### src/rtl/bmp_col_packer_pkg.sv
// Shared definitions for the bitmap column packer and the comparator top.
package bmp_col_packer_pkg;

  // Default geometry: 64 rows per column, 24 columns per bitmap (1536 bits).
  localparam int unsigned COLW_DEF  = 64;
  localparam int unsigned NCOLS_DEF = 24;

  // Width of the comparator result word.
  localparam int unsigned RESW = 13;

  // Packer frame states.
  typedef enum logic [1:0] {
    StIdle,
    StFill,
    StWrite,
    StWaitDone
  } bmp_state_e;

endpackage

### src/rtl/bmp_col_packer.sv
// Packs a stream of COLW-bit columns into a COLW*NCOLS bitmap, strobes it into
// the comparator once full, then waits for the comparator and captures its result.
module bmp_col_packer
  import bmp_col_packer_pkg::*;
#(
  parameter int unsigned COLW  = COLW_DEF,
  parameter int unsigned NCOLS = NCOLS_DEF
) (
  input  logic                  clk,
  input  logic                  rst_n,
  input  logic [COLW-1:0]       colin_i,
  input  logic                  colvalid_i,
  output logic                  colready_o,
  input  logic                  clear_i,
  output logic [COLW*NCOLS-1:0] bitmap_o,
  output logic                  wren_o,
  input  logic                  cmpdone_i,
  input  logic [RESW-1:0]       cmpresult_i,
  output logic [RESW-1:0]       result_o,
  output logic                  result_valid_o,
  output logic                  busy_o
);

  localparam int unsigned IdxW = (NCOLS > 1) ? $clog2(NCOLS) : 1;
  localparam logic [IdxW-1:0] LastIdx = IdxW'(NCOLS - 1);

  bmp_state_e             state_q, state_d;
  logic [IdxW-1:0]        idx_q, idx_d;
  logic [COLW*NCOLS-1:0]  bitmap_q, bitmap_d;
  logic [RESW-1:0]        result_q, result_d;
  logic                   result_valid_q, result_valid_d;
  logic                   accept;

  // Handshake and strobes are decoded from the state register only.
  always_comb begin
    colready_o = (state_q == StIdle) || (state_q == StFill);
    wren_o     = (state_q == StWrite);
    busy_o     = (state_q == StWrite) || (state_q == StWaitDone);
    accept     = colvalid_i && colready_o && !clear_i;
  end

  // Next-state: column placement, frame sequencing and result capture.
  always_comb begin
    state_d        = state_q;
    idx_d          = idx_q;
    bitmap_d       = bitmap_q;
    result_d       = result_q;
    result_valid_d = 1'b0;

    unique case (state_q)
      StIdle, StFill: begin
        if (clear_i) begin
          // Flush restarts the frame but keeps stale bitmap contents.
          state_d = StIdle;
          idx_d   = '0;
        end else if (accept) begin
          bitmap_d[int'(idx_q)*COLW +: COLW] = colin_i;
          if (idx_q == LastIdx) begin
            state_d = StWrite;
            idx_d   = '0;
          end else begin
            state_d = StFill;
            idx_d   = idx_q + IdxW'(1);
          end
        end
      end
      StWrite: begin
        state_d = StWaitDone;
      end
      StWaitDone: begin
        if (cmpdone_i) begin
          state_d        = StIdle;
          idx_d          = '0;
          result_d       = cmpresult_i;
          result_valid_d = 1'b1;
        end
      end
      default: begin
        state_d = StIdle;
        idx_d   = '0;
      end
    endcase
  end

  // State registers; reset discards any frame in flight.
  always_ff @(posedge clk or negedge rst_n) begin
    if (!rst_n) begin
      state_q        <= StIdle;
      idx_q          <= '0;
      bitmap_q       <= '0;
      result_q       <= '0;
      result_valid_q <= 1'b0;
    end else begin
      state_q        <= state_d;
      idx_q          <= idx_d;
      bitmap_q       <= bitmap_d;
      result_q       <= result_d;
      result_valid_q <= result_valid_d;
    end
  end

  assign bitmap_o       = bitmap_q;
  assign result_o       = result_q;
  assign result_valid_o = result_valid_q;

endmodule

### config.mk
export PLATFORM = sky130hd
export DESIGN_NAME = bmp_col_packer
export DESIGN_NICKNAME = d
export VERILOG_FILES = /design/src/rtl/bmp_col_packer_pkg.sv /design/src/rtl/bmp_col_packer.sv
export SDC_FILE = /design/constraint.sdc
export NUM_CORES = 2
export LEC_CHECK = 0
export BUFFER_PORTS_ARGS = -buffer_cell sky130_fd_sc_hd__buf_2
export CAP_MARGIN = 20
export CORE_AREA = 5 5 626 628
export CTS_CLUSTER_DIAMETER = 60
export DETAILED_ROUTE_END_ITERATION = 8
export DIE_AREA = 0 0 631 633
export PLACE_DENSITY = 0.32
export SKIP_LAST_GASP = 1
export SLEW_MARGIN = 20
export SYNTH_ARGS = -nofsm -noshare
export SYNTH_HDL_FRONTEND = slang
export SYNTH_SLANG_ARGS = --single-unit
### constraint.sdc
create_clock -name clk -period 7.05 [get_ports clk]
set_input_delay 0.705 -clock clk [delete_from_list [all_inputs] [get_ports clk]]
set_output_delay 0.705 -clock clk [all_outputs]
set_load 0.1 [all_outputs]
==> flow_metrics.env <==
export IMPL_r2r_start="idx_q[0]"
export IMPL_cts_tree="done"
export IMPL_multiInputGateArea_sq_um=17500
export IMPL_rsz0062_at_grt="false"
export IMPL_cts_resized=0
export IMPL_setup_viol=0
export IMPL_finalClockSkew_ns=0.0508
export IMPL_ant_nets=0
export IMPL_hold_violations=0
export IMPL_gp_congestion=0.798
export IMPL_firstDrtPassIters=5
export IMPL_start_kind="flip-flop"
export IMPL_clk_path_buf_depth=4
export IMPL_grt_util_all_layers_pct=19.4
export IMPL_swShare_pct=32.3
export IMPL_regArea_sq_um=39000
export IMPL_layout_drive_gt1_share_pct=32.3
export IMPL_final_area_sq_um=80500
export IMPL_cts_hold_buf=15
export IMPL_insertion_delay_ns=0.92
export IMPL_worst_path_largest_cell_delay_ns=0.70
export IMPL_cpMaxStageDelayCell="ha_1"
export IMPL_seq_area_frac_synth_pct=66.6
export IMPL_ys_warn_count=0
export IMPL_dieArea_sq_um=399000
export IMPL_maxCapViolations=0
export IMPL_ys_ff_latch=1557
export IMPL_timing_setup_tns_ns=0
export IMPL_min_from="colvalid_i"
export IMPL_die_w_um=631
export IMPL_areaGrowthSynthToFinish_pct=37.6
export IMPL_r2r_cells=10
export IMPL_fillers=42400
export IMPL_relSlewSlack_pct=28.1
export IMPL_p_comb_share_pct=14.0
export IMPL_synthSimpleGateAreaFrac_pct=10.3
export IMPL_cp_common_cell="ha_1"
export IMPL_ios=1635
export IMPL_start_util_pct=15.2
export IMPL_fmax_ghz=0.195
export IMPL_cts_sinks=1557
export IMPL_finalCritPeriodShare_pct=72.9
export IMPL_postPlaceCellArea_sq_um=72300
export IMPL_cp_end_kind="flip-flop"
export IMPL_holdCritPathClass="input pin to flip-flop"
export IMPL_seq_power_share_pct=37.5
export IMPL_ir_worst_vdd_v=0.000282
export IMPL_muxShareOfSynthArea_pct=2.92
export IMPL_slew_viol_final=0
export IMPL_cp_required_ns=7.78
export IMPL_whs_endpoint="state_q[1]"
export IMPL_grt_pass1_wl_um=520000
export IMPL_synth_cell_types=45
export IMPL_fin_ws_ns=1.91
export IMPL_clkPwrFrac_pct=48.5
export IMPL_syn_cell_area_sq_um=58500
export IMPL_rows=228
export IMPL_whs_ns=0.193
export IMPL_dp_slack_ns=1.80
export IMPL_synth_adder_area_share_pct=0.0642
export IMPL_hpwl_um=287000
export IMPL_antenna_found_initial=95
export IMPL_worstMarginPinSlew_ns=1.08
export IMPL_via_per_inst=4.05
export IMPL_grt_pass1_vias=49500
export IMPL_synth_ff_type="dfrtp_1"
export IMPL_postCtsSetupRepairBufs=0
export IMPL_synth_edf_count=0
export IMPL_arrival_ns=5.87
export IMPL_hold_depth=3
export IMPL_wl_per_cell_um=33.1
export IMPL_synth_top_family_by_area="compound AO/OA/AOI/OAI gates"
export IMPL_syn_inst=5302
export IMPL_powerDensity_nw_per_um2=307
export IMPL_rr_endpoint="bitmap_o[392]"
export IMPL_post_route_min_period_ns=5.14
export IMPL_core_area_sq_um=385000
export IMPL_cts_max_level=4
export IMPL_final_common_cell="buf_2"
export IMPL_syn_area_per_cell_sq_um=11.0
export IMPL_cts_buffers_inserted=230
export IMPL_final_cell_mix="1,633 x buf_2, 1,557 x dfrtp_1, 1,364 x nand2_1"
export IMPL_async_reset_ff_share_pct=100
export IMPL_die_h_um=633
export IMPL_synth_compound_area_share_pct=16.2
export IMPL_syn_nets=5387
export IMPL_p_int_mw=16.7
export IMPL_clk_pin_slew_ns=0.05
export IMPL_synth_xor_area_share_pct=0.0599
export IMPL_status="completed"
export IMPL_r2r_slack_ns=1.91
export IMPL_criticalPathCategory="flip-flop to flip-flop"
export IMPL_portBuffers=1634
export IMPL_grt_overflow=0
export IMPL_p_sw_mw=7.99
export IMPL_leakage_nw=40.1
export IMPL_vias=49300
export IMPL_cts_root_buf="clkbuf_16"
export IMPL_drc=0
export IMPL_wl_um=403000
export IMPL_crit_chain="inv_1 > ha_1 > nand2b_1 > nor2_1 > ha_1 > inv_2 > nor2_8 > nand3_4 > buf_4 > mux2i_1"
export IMPL_path_max_fanout=37
export IMPL_nets=6954
export IMPL_grt_start_max_net_pins=140
export IMPL_drtIter0Drc=3444
==> stage by stage <==
stage / std cells / util [%] / total power [mW]
floorplan: 5302 / - / 11.5
global route: 12100 / 20.9 / 25.6
CTS: 12100 / 20.9 / 25.2
global placement: 11700 / 18.8 / 13.0
finish: 12200 / 20.9 / 24.7
detailed placement: 11700 / 18.8 / 13.0
==> layer usage <==
metal,share of wire (%),global-route usage (%)
met1,40,23.6
met2,48,32.9
met3,7.5,5.01
met4,4.3,7.05
met5,0.023,0
==> how the worst max path moves through the flow <==
| stage | slack (ns) | to | from | cells after the start |
|---|---|---|---|---|
| after CTS | 1.80 | bitmap_o[392] | idx_q[0] | 10 |
| final | 1.91 | bitmap_o[392] | idx_q[0] | 10 |
| after floorplan | 4.04 | bitmap_o[311] | idx_q[0] | 13 |
| after global routing | 1.64 | bitmap_o[783] | idx_q[0] | 12 |
| after global placement | 1.89 | bitmap_o[400] | idx_q[0] | 10 |
| after detailed placement | 1.80 | bitmap_o[394] | idx_q[0] | 10 |
==> cells in the mapped netlist, drive strengths merged, types with 12 or more instances <==
master	number	share of area, %
a21o	75	0.96
nor2	12	0.14
mux2	93	1.8
mux2i	66	1.1
buf	167	1.6
nand2	1370	8.8
o21ai	1022	8.7
clkbuf	264	1.7
o31ai	388	5.2
inv	70	0.45
dfrtp	1557	67
o2bb2ai	84	1.3
nor4	75	0.80
nand4	16	0.20
==> final cells by class <==
cell class	count	share of cell area (%)
multi-input cells	3244	21.8
clock inverters	112	1.78
diodes	55	0.171
repair buffers	1766	11.7
clock buffers	307	7.98
inverters	70	0.327
flip-flops and latches	1557	48.4
well taps	5060	7.87
==> kinds of logic after synthesis <==
| logic type | count (synthesis) |
|---|---|
| buffers and inverters | 501 |
| adder cells (fa/ha/maj) | 3 |
| multiplexers | 159 |
| AO/OA/AOI/OAI | 1573 |
| AND/OR/NAND/NOR | 1505 |
| flip-flops | 1557 |
| XOR/XNOR | 4 |
==> worst max-delay path, delay by kind of cell (launching register included) <==
kind	cells	cell delay, ns
and+or+nand+nor	4	1.56
buffers and inverters	3	1.24
DFF	1	0.63
muxes	1	0.23
adders and majority gates	2	1.10
==> flip-flops by register name, indices dropped and copies added, names as in the netlist <==
| name | cells |
|---|---|
| state_q | 2 |
| bitmap_o | 1536 |
| result_o | 13 |
| idx_q | 5 |
| result_valid_o | 1 |
==> power by group through the flow <==
stage                     sequential (mW)  combinational (mW)  clock (mW)
after floorplan                      11.0               0.478           0
after global placement               9.42                3.54           0
after detailed placement             9.43                3.56           0
after CTS                            9.27                3.57        12.4
after global routing                 9.29                3.60        12.7
final                                9.27                3.46        12.0
(Power assumes the default switching activity.)
